File: src/rtl/flp_pkg.sv
// -----------------------------------------------------------------------------
// flp_pkg
// Shared definitions for the link-pulse transmitter slice:
//   flp_state_t  - transmitter FSM states (idle, inside a burst, waiting out
//                  the burst period)
//   MODE_NLP     - single normal link pulse per period
//   MODE_FLP     - full fast link pulse burst carrying a link code word
//   LCW_DEFAULT  - code word transmitted after reset until one is loaded
// -----------------------------------------------------------------------------
package flp_pkg;

    typedef enum logic [1:0] {
        ST_IDLE = 2'd0,
        ST_SLOT = 2'd1,
        ST_GAP  = 2'd2
    } flp_state_t;

    localparam logic MODE_NLP = 1'b0;
    localparam logic MODE_FLP = 1'b1;

    localparam logic [15:0] LCW_DEFAULT = 16'h01E1;

endpackage

File: src/rtl/flp_slot_timer.sv
// -----------------------------------------------------------------------------
// flp_slot_timer
// Cycle counter that restarts at the beginning of every pulse position (slot)
// and flags the last cycle of the pulse and the last cycle of the slot.
//
// Ports:
//   CLK        in   clock, all logic on posedge
//   RSTn       in   synchronous active-low reset
//   start      in   restart the count (burst launch)
//   run        in   count while high (transmitter inside a burst)
//   pulse_end  out  last cycle of the pulse-high window of the current slot
//   slot_end   out  last cycle of the current slot
// -----------------------------------------------------------------------------
module flp_slot_timer #(
    parameter int PULSE_CYC = 2,
    parameter int SLOT_CYC  = 1000
) (
    input  logic CLK,
    input  logic RSTn,
    input  logic start,
    input  logic run,
    output logic pulse_end,
    output logic slot_end
);

    localparam int CNT_W = (SLOT_CYC > 1) ? $clog2(SLOT_CYC) : 1;

    localparam logic [CNT_W-1:0] PULSE_LAST = CNT_W'(PULSE_CYC - 1);
    localparam logic [CNT_W-1:0] SLOT_LAST  = CNT_W'(SLOT_CYC - 1);

    logic [CNT_W-1:0] cnt;

    always_ff @(posedge CLK) begin
        if (!RSTn) begin
            cnt <= '0;
        end else if (start) begin
            cnt <= '0;
        end else if (run) begin
            // Wraps at the slot boundary so the next position starts at 0
            // without any help from the FSM.
            if (cnt == SLOT_LAST) begin
                cnt <= '0;
            end else begin
                cnt <= cnt + CNT_W'(1);
            end
        end
    end

    assign pulse_end = run && (cnt == PULSE_LAST);
    assign slot_end  = run && (cnt == SLOT_LAST);

endmodule

File: src/rtl/flp_burst_tx.sv
// -----------------------------------------------------------------------------
// flp_burst_tx
// Autonegotiation link-pulse transmitter. Emits either one normal link pulse
// (NLP) or a fast link pulse burst (FLP) of 2*LCW_W+1 positions every
// BURST_CYC cycles. Even positions carry clock pulses, odd positions carry the
// link code word, bit 0 first. A new code word is accepted only in the launch
// cycle; otherwise the held word repeats.
//
// Ports:
//   CLK         in   clock, all logic on posedge
//   RSTn        in   synchronous active-low reset
//   EN          in   1 = transmit periodically, 0 = stop after current burst
//   MODE        in   MODE_NLP / MODE_FLP, latched at launch
//   LCW_DATA    in   next link code word
//   LCW_VALID   in   LCW_DATA valid
//   LCW_READY   out  high only in the launch cycle
//   BUSY        out  high from first pulse position through end of last slot
//   BURST_DONE  out  strobe in the last cycle of the last slot
//   TXp         out  high during a pulse
//   TXm         out  high while busy and not pulsing
// -----------------------------------------------------------------------------
module flp_burst_tx
    import flp_pkg::*;
#(
    parameter int               LCW_W     = 16,
    parameter int               PULSE_CYC = 2,
    parameter int               SLOT_CYC  = 1000,
    parameter int               BURST_CYC = 256000,
    parameter logic [LCW_W-1:0] LCW_INIT  = LCW_W'(LCW_DEFAULT)
) (
    input  logic             CLK,
    input  logic             RSTn,
    input  logic             EN,
    input  logic             MODE,
    input  logic [LCW_W-1:0] LCW_DATA,
    input  logic             LCW_VALID,
    output logic             LCW_READY,
    output logic             BUSY,
    output logic             BURST_DONE,
    output logic             TXp,
    output logic             TXm
);

    localparam int NPOS  = 2 * LCW_W + 1;
    localparam int POS_W = $clog2(NPOS);
    localparam int PER_W = $clog2(BURST_CYC);

    localparam logic [POS_W-1:0] POS_LAST = POS_W'(2 * LCW_W);
    localparam logic [PER_W-1:0] PER_LAST = PER_W'(BURST_CYC - 1);

    flp_state_t       state;
    logic [POS_W-1:0] pos;
    logic [PER_W-1:0] per_cnt;
    logic [LCW_W-1:0] lcw_q;
    logic             mode_q;
    logic             txp_q;
    logic             txm_q;

    logic             launch;
    logic             last_pos;
    logic             next_pulse;
    logic             pulse_end;
    logic             slot_end;

    // per_cnt counts from 0 in the first cycle after the launch edge, so the
    // terminal count BURST_CYC-1 lands the relaunch exactly BURST_CYC edges
    // after the previous one, regardless of burst content.
    assign launch = RSTn && EN &&
                    ((state == ST_IDLE) || ((state == ST_GAP) && (per_cnt == PER_LAST)));

    assign last_pos = (mode_q == MODE_NLP) ? (pos == '0) : (pos == POS_LAST);

    // Pulse decision for position pos+1: after an odd position comes a clock
    // pulse; after an even position comes data bit pos/2.
    assign next_pulse = pos[0] ? 1'b1
                               : |(lcw_q & (LCW_W'(1) << (pos >> 1)));

    flp_slot_timer #(
        .PULSE_CYC (PULSE_CYC),
        .SLOT_CYC  (SLOT_CYC)
    ) u_slot_timer (
        .CLK       (CLK),
        .RSTn      (RSTn),
        .start     (launch),
        .run       (state == ST_SLOT),
        .pulse_end (pulse_end),
        .slot_end  (slot_end)
    );

    // NOTE: clocked state uses non-blocking assignments only, so every
    // register in this block sees pre-edge values of the others.
    always_ff @(posedge CLK) begin
        if (!RSTn) begin
            state   <= ST_IDLE;
            pos     <= '0;
            per_cnt <= '0;
            // NOTE: lcw_q is a single register, not a memory array, so it
            // takes a reset value like any other flop.
            lcw_q   <= LCW_INIT;
            mode_q  <= MODE_NLP;
            txp_q   <= 1'b0;
            txm_q   <= 1'b0;
        end else if (launch) begin
            state   <= ST_SLOT;
            pos     <= '0;
            per_cnt <= '0;
            mode_q  <= MODE;
            if (LCW_VALID) begin
                lcw_q <= LCW_DATA;
            end
            // Position 0 is always a clock pulse in both modes.
            txp_q   <= 1'b1;
            txm_q   <= 1'b0;
        end else begin
            case (state)
                ST_IDLE: begin
                    per_cnt <= '0;
                end
                ST_SLOT: begin
                    per_cnt <= per_cnt + PER_W'(1);
                    if (slot_end) begin
                        if (last_pos) begin
                            state <= ST_GAP;
                            txp_q <= 1'b0;
                            txm_q <= 1'b0;
                        end else begin
                            pos   <= pos + POS_W'(1);
                            txp_q <= next_pulse;
                            txm_q <= !next_pulse;
                        end
                    end else if (pulse_end) begin
                        txp_q <= 1'b0;
                        txm_q <= 1'b1;
                    end
                end
                ST_GAP: begin
                    // Reaching terminal count here means EN was low, since
                    // EN high would have taken the launch branch.
                    if (per_cnt == PER_LAST) begin
                        state   <= ST_IDLE;
                        per_cnt <= '0;
                    end else begin
                        per_cnt <= per_cnt + PER_W'(1);
                    end
                end
                default: begin
                    state <= ST_IDLE;
                end
            endcase
        end
    end

    assign LCW_READY  = launch;
    assign BUSY       = (state == ST_SLOT);
    assign BURST_DONE = (state == ST_SLOT) && slot_end && last_pos;
    assign TXp        = txp_q;
    assign TXm        = txm_q;

endmodule
File: config.mk
export PLATFORM = sky130hd
export DESIGN_NAME = flp_burst_tx
export DESIGN_NICKNAME = d
export VERILOG_FILES = /design/src/rtl/flp_pkg.sv /design/src/rtl/flp_slot_timer.sv /design/src/rtl/flp_burst_tx.sv
export SDC_FILE = /design/constraint.sdc
export NUM_CORES = 1
export LEC_CHECK = 0
export ABC_AREA = 1
export BUFFER_PORTS_ARGS = -buffer_cell sky130_fd_sc_hd__buf_2
export CAP_MARGIN = 20
export CORE_MARGIN = 4
export CORE_UTILIZATION = 45
export DETAILED_ROUTE_END_ITERATION = 10
export GPL_ROUTABILITY_DRIVEN = 0
export PLACE_DENSITY = 0.75
export SYNTH_ARGS = -nofsm -noshare
export SYNTH_HDL_FRONTEND = slang
export SYNTH_SLANG_ARGS = --single-unit
File: constraint.sdc
create_clock -name CLK -period 1.5 [get_ports CLK]
set_input_delay 0.075 -clock CLK [delete_from_list [all_inputs] [get_ports CLK]]
set_output_delay 0.075 -clock CLK [all_outputs]
set_load 0.1 [all_outputs]
==> impl_metrics.csv, run 1 <==
group,metric,value,unit
cts,cts_num_sinks,55,
detailed_routing,vias,3469,
critical_path,cpPeakStageDelay,0.37,ns
detailed_routing,wl_met3,522,um
synthesis,async_flop_share,0,%
sta,setup_ws,-0.201,ns
detailed_routing,wl,9.37,mm
detailed_routing,postRouteAntennaNets,0,
pwr,power_density,647,nW/um^2
sta,fmax,588,MHz
synthesis,ys_seq_elements,55,
critical_path,r2r-start,"per_cnt[0]",
finish,syn2layout_area_growth,50.4,%
detailed_routing,firstDrtPassIters,4,
floorplanning,dieWidth,91.0,um
critical_path,r2r_cells,12,
finish,antenna_cells,0,
sta,hold_violations,0,
floorplanning,fp.coreArea,6530,um^2
synthesis,synthTopCellsByArea,"dfxtp_1 (36%), nand2_1 (12%), nand3_1 (8.2%)",
cts,ctsHtreeMaxLevel,2,
finish,nNetsFinal,598,
run,maxCapViolations,0,
global_routing,grt_usage,20.6,%
detailed_routing,dr_wl_met2,4.79,mm
cts,cts_tree,"yes",
cts,numCtsBuffers,5,
sta,max_slew.worst_pin.slew,0.488,ns
critical_path,path_class,"flop to flop",
floorplanning,io_pins,26,
critical_path,cp_cell_sequence,"ha_4 > nand2_4 > nor2_4 > nand2_2 > inv_2 > nand3_2 > nand2_4 > nand2_8 > buf_12 > nand2_8 > clkbuf_16 > nor3b_2",
pwr,power,0.00301,W
global_routing,grt_pass1_wl,14.3,mm
finish,n_fill_cell,465,
pwr,power.leakage,1.97,nW
sta,fin_crit_sh,113,%
detailed_routing,wire_per_inst,14.5,um
critical_path,crit_start,"per_cnt[0]",
hold_path,hold_path.class,"input pin to flop",
synthesis,synth_top_area_share,35.5,%
floorplanning,placementRows,29,
critical_path,critPathLaunchType,"flop",
pwr,irDropWorstVdd,0.000539,V
sta,whs,0.0143,ns
sta,slew_viol_final,0,
detailed_routing,dr.first_iter.drc_count,163,
critical_path,reg2reg_slack,-0.20,ns
place,dp_hpwl,5.45,mm
synthesis,synth_top_area_cell,"dfxtp_1",
critical_path,endpoint_kind,"flop",
global_routing,grt_pass1_vias,3143,
detailed_routing,top_layer,"met4",
sta,slew_headroom,67.7,%
synthesis,syn-cell-area,3100,um^2
critical_path,slowest_stage,"dfxtp_2",
synthesis,synth_fp_nets,480,
detailed_routing,detail_route.drc_violations,0,
critical_path,r2r-end,"pos[3]",
finish,fin_cells,646,
critical_path,worstPathArrival,1.91,ns
cts,cts_root_buffer,"clkbuf_8",
critical_path,cp_max_fo,7,
sta,setup_viol,57,
synthesis,avgSynthCellArea,6.89,um^2
sta,finClkSkew,0.00839,ns
place,io_buffers,25,
cts,clock_latency,0.31,ns
cts,clkTransAtPathRegs,0.10,ns
critical_path,crit_path_end,"pos[3]",
place,place_inst,595,
global_routing,grt_max_degree,22,
synthesis,synthCells,450,
global_routing,antenna_found_initial,0,
synthesis,synth-seq-area-share,35.5,%
detailed_routing,met1Wirelength,3.89,mm
detailed_routing,drt-vias-per-instance,5.37,
global_routing,grt_overflow,0,
status,status,"finished with violations",
sta,rsz0062_at_grt,"true",
synthesis,yosys_warnings,0,
finish,utilization,71.4,%
synthesis,synth_flop_cell,"dfxtp_1",
synthesis,synth.distinct_cells,37,
synthesis,synth-edff-count,0,
critical_path,cp.required,1.71,ns
floorplanning,initial_core_util,47.5,%
cts,ctsLongestPathBuffers,2,
floorplanning,die_area,8280,um^2
finish,drive_above_1_share,39.5,%
floorplanning,die-height,91.0,um
status,failed_checks,"setup timing",
sta,fin_crit,1.70,ns
## power breakdown
part           switching [W]  internal [W]
clock network       0.000492      0.000380
registers          0.0000272       0.00150
logic               0.000353      0.000264
total               0.000873       0.00214
## layout by cell type, fill, tap and decap left out, types with 4 or more instances in the layout
cell type / n
a21oi_2: 16
o21ai_0: 5
buf_4: 72
nor3_1: 7
o21a_1: 6
nand3_1: 41
dfxtp_2: 10
dfxtp_1: 45
nand3_2: 11
o21ai_1: 4
buf_12: 6
clkbuf_8: 6
nand2_2: 7
inv_2: 10
nand2_4: 5
nor2_4: 9
dlygate4sd3_1: 16
inv_1: 35
nor2_1: 42
xor2_1: 11
buf_2: 22
buf_6: 5
nor3_2: 6
xnor2_1: 5
o21ai_2: 5
nand4_1: 15
nor2_2: 10
ha_1: 5
nand2_1: 98
## per-stage QoR
| step | setup TNS (ns) | setup WS [ns] | instance area, um^2 |
|---|---|---|---|
| floorplan | -0.534 | -0.174 | 3210 |
| global placement | -0.0192 | -0.0192 | 3820 |
| detailed placement | -0.242 | -0.0856 | 3820 |
| CTS | -4.72 | -0.187 | 4340 |
| global route | -13.62 | -0.306 | 4660 |
| finish | -9.35 | -0.201 | 4660 |
## layer usage
layer	vias to the layer above	global-route usage, %
li1	1693	-
met1	1639	26.2
met2	121	36.4
met3	16	3.47
met4	0	4.90
met5	-	0
## worst min path at each step
stage / slack, ns / to / startpoint / cells after the start
final: 0.01 / lcw_q[10] / LCW_DATA[10] / 3
after global routing: 0.01 / lcw_q[10] / LCW_DATA[10] / 3
after CTS: 0.009 / lcw_q[10] / LCW_DATA[10] / 3
after detailed placement: 0.28 / lcw_q[7] / LCW_DATA[7] / 3
after global placement: 0.27 / lcw_q[5] / LCW_DATA[5] / 3
after floorplan: 0.18 / lcw_q[5] / LCW_DATA[5] / 2
## worst max-delay path, delay by kind of cell, from the launching register on
family,cells,cell delay [ns]
and+or+nand+nor,8,0.67
buffers and inverters,3,0.39
DFF,1,0.37
adders and majority gates,1,0.15
## synthesized netlist by cell type (2+ instances only)
| cell | instances |
|---|---|
| dfxtp_1 | 55 |
| nand3_1 | 51 |
| inv_1 | 41 |
| o21a_1 | 6 |
| nand3b_1 | 3 |
| ha_1 | 9 |
| nor2_2 | 4 |
| buf_6 | 5 |
| nand2_4 | 4 |
| nand4_1 | 15 |
| nand2_2 | 5 |
| o21ai_0 | 8 |
| nand2_1 | 103 |
| xnor2_1 | 5 |
| nor2_1 | 56 |
| inv_2 | 5 |
| clkbuf_1 | 3 |
| a21oi_1 | 20 |
| o21ai_1 | 5 |
| nor3_1 | 13 |
| buf_2 | 7 |
| xor2_1 | 11 |
| nand3_2 | 2 |
## state kept, by name, summed over array words and instances (netlist names)
| name | flops |
|---|---|
| state | 2 |
| u_slot_timer.cnt | 10 |
| mode_q | 1 |
| lcw_q | 16 |
| TXm | 1 |
| TXp | 1 |
| pos | 6 |
| per_cnt | 18 |
## logic make-up (layout without fill, tap and decap cells)
| group | count (synthesis) | count (layout) | share of synthesized area (%) |
|---|---|---|---|
| buffers and inverters | 65 | 184 | 9.48 |
| XOR/XNOR | 16 | 16 | 4.52 |
| AO/OA/AOI/OAI | 41 | 41 | 7.26 |
| adder cells (fa/ha/maj) | 9 | 9 | 3.63 |
| AND/OR/NAND/NOR | 264 | 264 | 39.6 |
| flip-flops | 55 | 55 | 35.5 |
## final cells by class
| cell class | instances | area (um^2) | area share (%) |
|---|---|---|---|
| inverter | 49 | 213 | 4.56 |
| tap | 77 | 96.3 | 2.07 |
| timing repair buffer | 126 | 1090 | 23.5 |
| timing repair inverter | 1 | 3.75 | 0.0805 |
| sequential | 55 | 1110 | 23.9 |
| multi-input combinational | 330 | 2050 | 43.9 |
| clock inverter | 1 | 8.76 | 0.188 |
| clock buffer | 7 | 86.3 | 1.85 |
## what timing repair did
action	CTS	global route
endpoints found under the hold margin	16	0
pin swaps	10	19
hold buffers	16	0
gates resized for setup	33	59
buffers inserted	16	6
gates cloned	3	2
setup endpoints to repair	31	57
No activity file was read; power rests on OpenSTA's default activity.
==> run 2: changes to the inputs <==
Settings changed: CORE_MARGIN 4 to unset, SKIP_LAST_GASP set to 1.
==> impl_metrics.csv, run 2 (synthesis gave the netlist of run 1 again) <==
group,metric,value,unit
floorplanning,die_area,7230,um^2
place,place_inst,585,
status,status,"finished with violations",
finish,syn2layout_area_growth,41.7,%
detailed_routing,firstDrtPassIters,4,
finish,largestRegisters,"per_cnt: 18 flops, lcw_q: 16 flops, u_slot_timer.cnt: 10 flops",
critical_path,critPathLaunchType,"flop",
cts,ctsLongestPathBuffers,2,
detailed_routing,wl,8.09,mm
sta,setup_viol,57,
floorplanning,fp.coreArea,6490,um^2
sta,slew_headroom,68.3,%
cts,cts_root_buffer,"clkbuf_8",
critical_path,reg2reg_slack,-0.16,ns
critical_path,cp.required,1.42,ns
place,io_buffers,25,
floorplanning,dieWidth,85.0,um
critical_path,path_class,"flop to output pin",
sta,hold_violations,0,
global_routing,antenna_found_initial,0,
floorplanning,die-height,85.0,um
sta,fin_crit_sh,113,%
sta,finClkSkew,0.0137,ns
finish,layout_commonest_cell,"nand2_1",
run,maxCapViolations,0,
cts,clkTransAtPathRegs,0.10,ns
detailed_routing,dr.first_iter.drc_count,165,
sta,max_slew.worst_pin.slew,0.471,ns
cts,ctsHtreeMaxLevel,2,
critical_path,cp_max_fo,2,
global_routing,grt_util_met3,3.31,%
floorplanning,initial_core_util,47.7,%
sta,setup_ws,-0.200,ns
global_routing,top_usage_layer,"met2",
cts,clock_latency,0.32,ns
pwr,irDropWorstVdd,0.000430,V
detailed_routing,detail_route.drc_violations,0,
global_routing,grt_pass1_wl,13.3,mm
hold_path,hold_path.class,"input pin to flop",
sta,fin_crit,1.70,ns
place,place_area,3750,um^2
critical_path,r2r-start,"per_cnt[9]",
detailed_routing,postRouteAntennaNets,0,
finish,nNetsFinal,583,
critical_path,endpoint_kind,"output pin",
sta,fmax,588,MHz
critical_path,r2r_cells,11,
critical_path,crit_path_end,"LCW_READY",
pwr,power_density,666,nW/um^2
finish,n_fill_cell,499,
global_routing,grt_pass1_vias,3100,
pwr,power,0.00293,W
sta,whs,0.0847,ns
critical_path,crit_start,"per_cnt[9]",
global_routing,grt_max_degree,22,
floorplanning,io_pins,26,
finish,fin_cells,631,
detailed_routing,drt-vias-per-instance,5.09,
finish,final_cell_mix,"nand2_1 (97), buf_4 (60), nor2_1 (49)",
cts,cts_tree,"yes",
pwr,power.leakage,1.88,nW
finish,largest_reg_flops,18,
critical_path,worstPathArrival,1.63,ns
global_routing,met2_usage,40.3,%
global_routing,grt_overflow,0,
finish,regMostFlops,"per_cnt",
sta,rsz0062_at_grt,"true",
place,dp_hpwl,5.24,mm
detailed_routing,vias,3209,
cts,cts_num_sinks,55,
critical_path,r2r-end,"lcw_q[8]",
sta,slew_viol_final,0,
finish,drive_above_1_share,33.2,%
floorplanning,placementRows,29,
detailed_routing,wire_per_inst,12.8,um
global_routing,grt_usage,22.5,%
global_routing,use_met1,27.9,%
cts,numCtsBuffers,5,
finish,antenna_cells,0,
status,failed_checks,"setup timing",
finish,final_area,4390,um^2
[run 2: stage by stage]
| stage | setup slack (ns) | util (%) | TNS (ns) |
|---|---|---|---|
| CTS | -0.202 | 63.9 | -7.45 |
| detailed placement | -0.0836 | 57.7 | -0.377 |
| global route | -0.317 | 67.7 | -11.83 |
| global placement | -0.0103 | 57.7 | -0.0103 |
| finish | -0.200 | 67.7 | -7.21 |
| floorplan | -0.174 | - | -0.534 |
[run 2: power breakdown]
part / internal [W] / switching (W) / leakage, nW
Clock: 0.000335 / 0.000514 / 0.0443
Sequential: 0.00150 / 0.0000255 / 0.451
Combinational: 0.000244 / 0.000310 / 1.38
Total: 0.00208 / 0.000850 / 1.88
[run 2: routing by layer]
layer  routed length, um  vias to the layer above  part of all wire, %
li1                    -                     1669                    -
met1                3510                     1452                   43
met2                4140                       78                   51
met3                 343                       10                  4.2
met4                  95                        0                  1.2
met5                   0                        -                    0
[run 2: how the worst min path moves through the flow]
stage / from / to / slack, ns / depth (start not counted)
2_1_floorplan: LCW_DATA[5] / lcw_q[5] / 0.18 / 2
4_1_cts: EN / state[1] / 0.03 / 4
6_report: EN / state[1] / 0.08 / 4
3_3_place_gp: LCW_DATA[8] / lcw_q[8] / 0.27 / 3
3_5_place_dp: LCW_DATA[5] / lcw_q[5] / 0.28 / 3
5_1_grt: EN / state[1] / 0.09 / 4
[run 2: critical path, stage by stage, from the launching register on]
cell      delay [ns]
dfxtp_1         0.37
nand2_2         0.09
nor2_2          0.09
nand3_1         0.09
nor2_2          0.17
nand3_2         0.11
nand2_4         0.11
nand2_8         0.07
clkinv_8        0.06
buf_12          0.16
[run 2: repair_timing]
action	4_1_cts	5_1_grt
resized for setup	20	35
buffers inserted	10	8
endpoints found under the hold margin	17	0
pin swaps	9	16
endpoints found under the setup margin	33	57
cloned	0	3
hold buffers	17	0
[run 2: area by class of cell]
cell class / count / area (um^2) / share of cell area [%]
flip-flops and latches: 55 / 1120 / 25.5
inverters: 49 / 213 / 4.84
well taps: 77 / 96.3 / 2.19
clock buffers: 5 / 68.8 / 1.57
repair buffers: 112 / 952 / 21.7
multi-input cells: 330 / 1920 / 43.7
clock inverters: 3 / 25.0 / 0.569
